**src/rtl/kernel_window_buffer.sv**
```systemverilog
// Sliding n x n kernel window assembled from a column-serial pixel stream.
// Samples arrive top to bottom within a column, columns left to right. Each
// completed column shifts the window one column left. Once n_reg columns have
// been seen, every further column produces a window for the sorter through a
// valid/ready handshake. Out-of-image samples are stored as 0 with a clear mask bit.
module kernel_window_buffer #(
  parameter int PIX      = 8,
  parameter int WORD     = 9,
  parameter int MAX_SIDE = 5
) (
  input  logic                             clk,
  input  logic                             rst,
  input  logic [WORD-1:0]                  n,
  input  logic                             line_start,
  input  logic                             s_valid,
  input  logic                             s_inb,
  input  logic [PIX-1:0]                   s_data,
  output logic [MAX_SIDE*MAX_SIDE*PIX-1:0] win_data,
  output logic [MAX_SIDE*MAX_SIDE-1:0]     win_mask,
  output logic                             win_valid,
  input  logic                             win_ready,
  output logic                             overrun,
  output logic                             cfg_err
);

  localparam int CW   = $clog2(MAX_SIDE + 1);
  localparam int COLW = MAX_SIDE * PIX;

  typedef enum logic [1:0] {IDLE, FILL, STREAM} state_t;

  state_t            state_reg;
  logic [WORD-1:0]   n_reg;
  logic [CW-1:0]     row_cnt_reg;
  logic [CW-1:0]     col_cnt_reg;
  logic              win_valid_reg;
  logic              overrun_reg;
  logic              cfg_err_reg;

  // Column under construction; row r lives at [r*PIX +: PIX].
  logic [COLW-1:0]     shd_data_reg;
  logic [MAX_SIDE-1:0] shd_mask_reg;

  // Window storage, one packed column per entry, column 0 is the oldest.
  logic [COLW-1:0]     win_col_reg  [MAX_SIDE];
  logic [MAX_SIDE-1:0] win_cmask_reg[MAX_SIDE];

  logic                n_legal;
  logic                take;
  logic                row_last;
  logic                col_done;
  logic                emit;
  logic [PIX-1:0]      sample_data;
  logic [COLW-1:0]     col_fill_data;
  logic [MAX_SIDE-1:0] col_fill_mask;
  logic [COLW-1:0]     col_next_data[MAX_SIDE];
  logic [MAX_SIDE-1:0] col_next_mask[MAX_SIDE];
  logic [MAX_SIDE-1:0] col_load;

  assign n_legal     = (n != '0) && n[0] && (n <= WORD'(MAX_SIDE));
  // line_start wins over a sample arriving in the same cycle.
  assign take        = (state_reg != IDLE) && s_valid && !line_start;
  assign row_last    = (WORD'(row_cnt_reg) == n_reg - WORD'(1));
  assign col_done    = take && row_last;
  // A window is produced once this completion brings the column count to n_reg.
  assign emit        = col_done && (WORD'(col_cnt_reg) + WORD'(1) >= n_reg);
  assign sample_data = s_inb ? s_data : '0;

  // Shadow column with the current sample merged in at row_cnt.
  always_comb begin
    col_fill_data = shd_data_reg;
    col_fill_mask = shd_mask_reg;
    for (int r = 0; r < MAX_SIDE; r++) begin
      if (row_cnt_reg == CW'(r)) begin
        col_fill_data[r*PIX +: PIX] = sample_data;
        col_fill_mask[r]            = s_inb;
      end
    end
  end

  // Per-column shift source: right neighbour, or the completed column at n_reg-1.
  genvar gi;
  generate
    for (gi = 0; gi < MAX_SIDE; gi++) begin : g_col
      if (gi < MAX_SIDE - 1) begin : g_shift
        assign col_next_data[gi] = (WORD'(gi) == n_reg - WORD'(1)) ? col_fill_data
                                                                   : win_col_reg[gi+1];
        assign col_next_mask[gi] = (WORD'(gi) == n_reg - WORD'(1)) ? col_fill_mask
                                                                   : win_cmask_reg[gi+1];
      end else begin : g_last
        assign col_next_data[gi] = col_fill_data;
        assign col_next_mask[gi] = col_fill_mask;
      end
      assign col_load[gi] = col_done && (WORD'(gi) < n_reg);
      assign win_data[gi*COLW +: COLW]         = win_col_reg[gi];
      assign win_mask[gi*MAX_SIDE +: MAX_SIDE] = win_cmask_reg[gi];
    end
  endgenerate

  // Control: state, geometry capture, counters, handshake and sticky flags.
  always_ff @(posedge clk) begin
    if (!rst) begin
      state_reg     <= IDLE;
      n_reg         <= WORD'(1);
      row_cnt_reg   <= '0;
      col_cnt_reg   <= '0;
      win_valid_reg <= 1'b0;
      overrun_reg   <= 1'b0;
      cfg_err_reg   <= 1'b0;
    end else if (line_start) begin
      n_reg         <= n;
      row_cnt_reg   <= '0;
      col_cnt_reg   <= '0;
      win_valid_reg <= 1'b0;
      if (n_legal) begin
        state_reg <= FILL;
      end else begin
        state_reg   <= IDLE;
        cfg_err_reg <= 1'b1;
      end
    end else begin
      if (take) begin
        if (row_last) begin
          row_cnt_reg <= '0;
          if (WORD'(col_cnt_reg) < n_reg) begin
            col_cnt_reg <= col_cnt_reg + CW'(1);
          end
        end else begin
          row_cnt_reg <= row_cnt_reg + CW'(1);
        end
      end
      if (emit) begin
        state_reg     <= STREAM;
        win_valid_reg <= 1'b1;
        // A pending window that was never accepted is being replaced.
        if (win_valid_reg && !win_ready) begin
          overrun_reg <= 1'b1;
        end
      end else if (win_valid_reg && win_ready) begin
        win_valid_reg <= 1'b0;
      end
    end
  end

  // Shadow column capture.
  always_ff @(posedge clk) begin
    if (!rst || line_start) begin
      shd_data_reg <= '0;
      shd_mask_reg <= '0;
    end else if (take) begin
      shd_data_reg <= col_fill_data;
      shd_mask_reg <= col_fill_mask;
    end
  end

  // Window storage: shifts only on a completed column, so it holds while pending.
  always_ff @(posedge clk) begin
    if (!rst) begin
      for (int c = 0; c < MAX_SIDE; c++) begin
        win_col_reg[c]   <= '0;
        win_cmask_reg[c] <= '0;
      end
    end else if (line_start) begin
      for (int c = 0; c < MAX_SIDE; c++) begin
        win_cmask_reg[c] <= '0;
      end
    end else begin
      for (int c = 0; c < MAX_SIDE; c++) begin
        if (col_load[c]) begin
          win_col_reg[c]   <= col_next_data[c];
          win_cmask_reg[c] <= col_next_mask[c];
        end
      end
    end
  end

  assign win_valid = win_valid_reg;
  assign overrun   = overrun_reg;
  assign cfg_err   = cfg_err_reg;

endmodule

```
**config.mk**
```make
export PLATFORM = sky130hd
export DESIGN_NAME = kernel_window_buffer
export DESIGN_NICKNAME = d
export VERILOG_FILES = /design/src/rtl/kernel_window_buffer.sv
export SDC_FILE = /design/constraint.sdc
export NUM_CORES = 1
export LEC_CHECK = 0
export CAP_MARGIN = 20
export CORE_MARGIN = 3
export CORE_UTILIZATION = 45
export DETAILED_ROUTE_END_ITERATION = 16
export PLACE_DENSITY = 0.68
export SKIP_CTS_REPAIR_TIMING = 1
export SYNTH_ARGS = -nofsm -noshare
export SYNTH_HDL_FRONTEND = slang
export SYNTH_SLANG_ARGS = --single-unit
```
**constraint.sdc**
```tcl
create_clock -name clk -period 7.3 [get_ports clk]
set_clock_uncertainty 0.15 [all_clocks]
set_input_delay 1.46 -clock clk [delete_from_list [all_inputs] [get_ports clk]]
set_output_delay 1.46 -clock clk [all_outputs]
set_load 0.05 [all_outputs]
```
=== After elaboration in Yosys (flattened, before gate mapping) ===
Memory sizes are Yosys's and may differ from the RTL's.
Cells that the tools add are included.

* Add/sub/neg operators: 4
* Multipliers: 0
* Equality and inequality tests: 8
* Magnitude comparators: 8
* Bitwise logic cells: 18
* Reductions and logical operators: 27
* Shift operators: 0
* Divide/modulo/power cells: 0
* Muxes and demuxes: 64

{| class="wikitable"
|+ Operator list
! cell !! count
|-
| $mux W40 || 9
|-
| $mux W5 || 14
|-
| $mux W8 || 6
|-
| $mux W1 || 32
|-
| $eq A2 B9 Y1 const A || 2
|-
| $lt A1 B9 Y1 const A || 2
|-
| $lt A2 B9 Y1 const A || 2
|-
| $or A1 B1 Y1 || 15
|-
| $logic_and A1 B1 Y1 || 13
|-
| $eq A1 B9 Y1 const A || 1
|-
| $eq A3 B9 Y1 || 1
|-
| $ge A4 B9 Y1 || 1
|-
| $le A9 B3 Y1 const B || 1
|-
| $logic_not A9 Y1 || 1
|-
| $lt A3 B9 Y1 || 1
|-
| $lt A3 B9 Y1 const A || 1
|-
| $reduce_bool A9 Y1 || 1
|-
| $sub A9 B1 Y9 const B || 1
|-
| $add A3 B1 Y3 const B || 2
|-
| $eq A3 B2 Y1 const B || 2
|-
| $reduce_and A3 Y1 || 2
|-
| $reduce_bool A2 Y1 || 3
|-
| $add A3 B1 Y4 const B || 1
|-
| $mux W2 || 2
|-
| 9 further kinds || 13
|}

* Memories: 2
* RAM bits: 225
* Input port bits: 23
* Bits in read-only memories: 0
* Register bits after elaboration: 65
* Word-level logic and storage cells: 140
* Bits in latches: 0

{| class="wikitable"
|+ Memories
! name !! words !! width !! read ports !! clocked after memory_dff !! wr ports !! line !! text
|-
| win_col_reg || 5 || 40 || 5 || 0 || 5 || 44 || <nowiki>logic [COLW-1:0] win_col_reg [MAX_SIDE];</nowiki>
|-
| win_cmask_reg || 5 || 5 || 5 || 0 || 5 || 45 || <nowiki>logic [MAX_SIDE-1:0] win_cmask_reg[MAX_SIDE];</nowiki>
|}

=== Longest topological paths before layout ===
* Depth after elaboration: 10
* Depth in mapped cells: 12
* Depth with buffers taken out: 8

=== Worst setup path before layout ===
OpenSTA, ideal clock, no wires.

* Path kind: input to register
* Start: input line_start
* End: memory win_col_reg[0][100] (netlist bit) (enable)
* Data required time: 6.657 ns
* Buffers on the path: 3
* Cell stages on the path: 7
* Arrival time: 5.349 ns
* Slack: 1.308 ns
* Cells stage by stage: clkbuf_1 -> nor2_1 -> nand4_1 -> or3_1 -> buf_2 -> clkbuf_1 -> o21ai_0

{| class="wikitable"
|+ RTL lines
! item !! line !! text
|-
| from (decl) || 14 || <nowiki>input logic line_start,</nowiki>
|-
| to (decl) || 44 ||
|}

==> impl_metrics.toml <==
[place]
hpwl_um = 22800
gp_congestion = 0.791
numPortBuffers = 250

[clock_network]
clkTransAtPathRegs_ps = 60
numClockSinks = 290
root_buffer = "clkbuf_16"
clock_path_buffers = 3
cts_tree = "done"
htreeDepth = 1
cts_made_buffers = 30
clk_latency_ps = 550

[global_routing]
grt.overflow.total = 0
grt_start_max_net_pins = 114
grt_pass1_wl_um = 50700
grt_pass1_vias = 8855
antenna_found_initial = 1
grtUsageTotal_pct = 20.8

[drt]
first_pass_iters = 5
route.detailed.drc = 0
vias = 9622
antenna_violating_nets_post_route = 0
wirelength_um = 33100
drt_iter0_markers = 803
wl_per_cell_um = 19.2
avgViaCountPerCell = 5.58

[synth]
synth_cells = 1128
ys_warn_count = 0
synth.distinct_cells = 45
synth_edf_count = 225
ys_seq_area_share_pct = 63.6
synth_flop_cell = "edfxtp_1"
yosysTopAreaCellShare_pct = 53.3
syn_nets = 1169
ys_ff_latch = 290
yosys.area.top_type = "edfxtp_1"
ys_top_cells_by_count = "nor2_1 (324), a211oi_1 (228), edfxtp_1 (225)"
synth_area_per_cell_um2 = 11.2
synth_most_common_cell = "nor2_1"
synthTopCellsByArea = "edfxtp_1 (53%), a211oi_1 (14%), dfxtp_1 (10%)"
syn_area_um2 = 12700
async_flop_share_pct = 0

[critical_path]
slowest_stage = "o21a_4"
path_class = "in -> reg"
worstSetupEndpointType = "flop"
r2r_slack_ps = 2930
cp_max_fo = 96
cp_cell_sequence = "clkdlybuf4s50_1 > o21a_4 > nand4_1 > or3_1 > or2_4 > o21ai_0"
critPathRequiredTime_ps = 7320
start_kind = "input port"
arrival_ps = 4900
max_stage_delay_ps = 760

[power]
power_leakage_nw = 5.48
p_per_area_nw_per_um2 = 239
peakVddDrop_mv = 0.144

[floorplanning]
rows = 60
start_util_pct = 46.4
coreArea_um2 = 27300
die_height_um = 174
die-area_um2 = 30200
dieWidth_um = 174
design.portCount = 251

[timing]
max_slew_margin_pct = 25.2
hold_viol = 0
drv_slew = 0
fin_crit_ps = 4870
max_freq_ghz = 0.205
finalSetupTns_ps = 0
period_share_pct = 66.8
final-setup-viol-count = 0
rsz0062_at_grt = "no"
hold_ws_ps = 322
worst_pin_slew_ps = 1120

[final_layout]
drive_above_1_share_pct = 5.77
largest_reg_flops = 200
area_growth_pct = 30.0
finalNetCount = 1369

[hold_path]
hp-class = "reg -> reg"

[job]
max-cap-violations = 0

[status]
status = "complete, no violations"
where the power goes:
part           total, W  switching, W  internal [W]
sequential      0.00187     0.0000392       0.00183
combinational  0.000459      0.000326      0.000132
clock           0.00161      0.000630      0.000984
total           0.00394      0.000995       0.00294
placed cells by master, fill, tap and decap left out, drive strengths merged, types with 2 or more instances in the layout:
cell,n
nor2,324
clkdlybuf4s50,250
a211oi,228
edfxtp,225
dfxtp,65
a21oi,43
clkbuf,38
nand2,19
ha,18
buf,16
mux2i,13
o21ai,13
inv,12
clkinv,11
nor2b,8
a31oi,8
nor3b,8
bufinv,6
o211ai,4
nor4,4
nand2b,4
nor3,3
xnor2,3
xor2,3
or2,3
or3,2
and3,2
nand4,2
o31ai,2
or4,2
layer usage:
metal	GRT usage [%]	vias to the layer above	wire length [µm]
li1	-	4587	-
met1	29.5	4604	14500
met2	33.3	384	15200
met3	4.16	47	2780
met4	4.93	0	631
met5	0	-	0
area by class of cell:
type / count / area, µm²
Antenna cell: 1 / 2.50
Clock buffer: 38 / 802
Clock inverter: 17 / 233
Fill cell: 2214 / 10800
Inverter: 12 / 45.0
Multi-Input combinational cell: 728 / 4230
Sequential cell: 290 / 8060
Tap cell: 372 / 465
Timing Repair Buffer: 266 / 2650
kinds of logic (layout without fill, tap and decap cells):
logic type	count (synthesis)	in the layout	share of synthesized area, %
muxes	13	13	1.03
and+or+nand+nor	386	386	12.5
xor gates and xnor gates	6	6	0.415
DFF	290	290	63.6
adders and majority gates	18	18	1.78
AOI/OAI and AO/OA	305	305	17.0
buffers and inverters	110	333	3.71
other	0	1	0
worst paths after layout:
kind,start,endpoint,cells past startpoint
worst max-delay path,s_valid,win_cmask_reg[0][7]$_SDFFCE_PN0P_,6
worst min-delay path,overrun$_SDFFE_PN0P_,overrun$_SDFFE_PN0P_,2
worst max register to register,n_reg[0]$_SDFFE_PN1P_,win_cmask_reg[0][7]$_SDFFCE_PN0P_,8
worst min register to register,overrun$_SDFFE_PN0P_,overrun$_SDFFE_PN0P_,2
stage by stage:
step | instances | utilization (%) | worst slack, ps | total power, W | area, µm²
floorplan | 1128 | - | 1310 | 0.00220 | 12700
global placement | 1667 | 56.4 | 1900 | 0.00235 | 15400
detailed placement | 1667 | 56.4 | 1840 | 0.00236 | 15400
CTS | 1722 | 60.2 | 2390 | 0.00397 | 16500
global route | 1724 | 60.3 | 2130 | 0.00407 | 16500
finish | 1724 | 60.3 | 2430 | 0.00394 | 16500
critical path: cells and delay by family:
family | cells | cell delay [ps]
buffers and inverters | 1 | 490
AND/OR/NAND/NOR | 3 | 1470
AO/OA/AOI/OAI | 2 | 1460
Note: power is estimated with default switching activity, not from simulation.
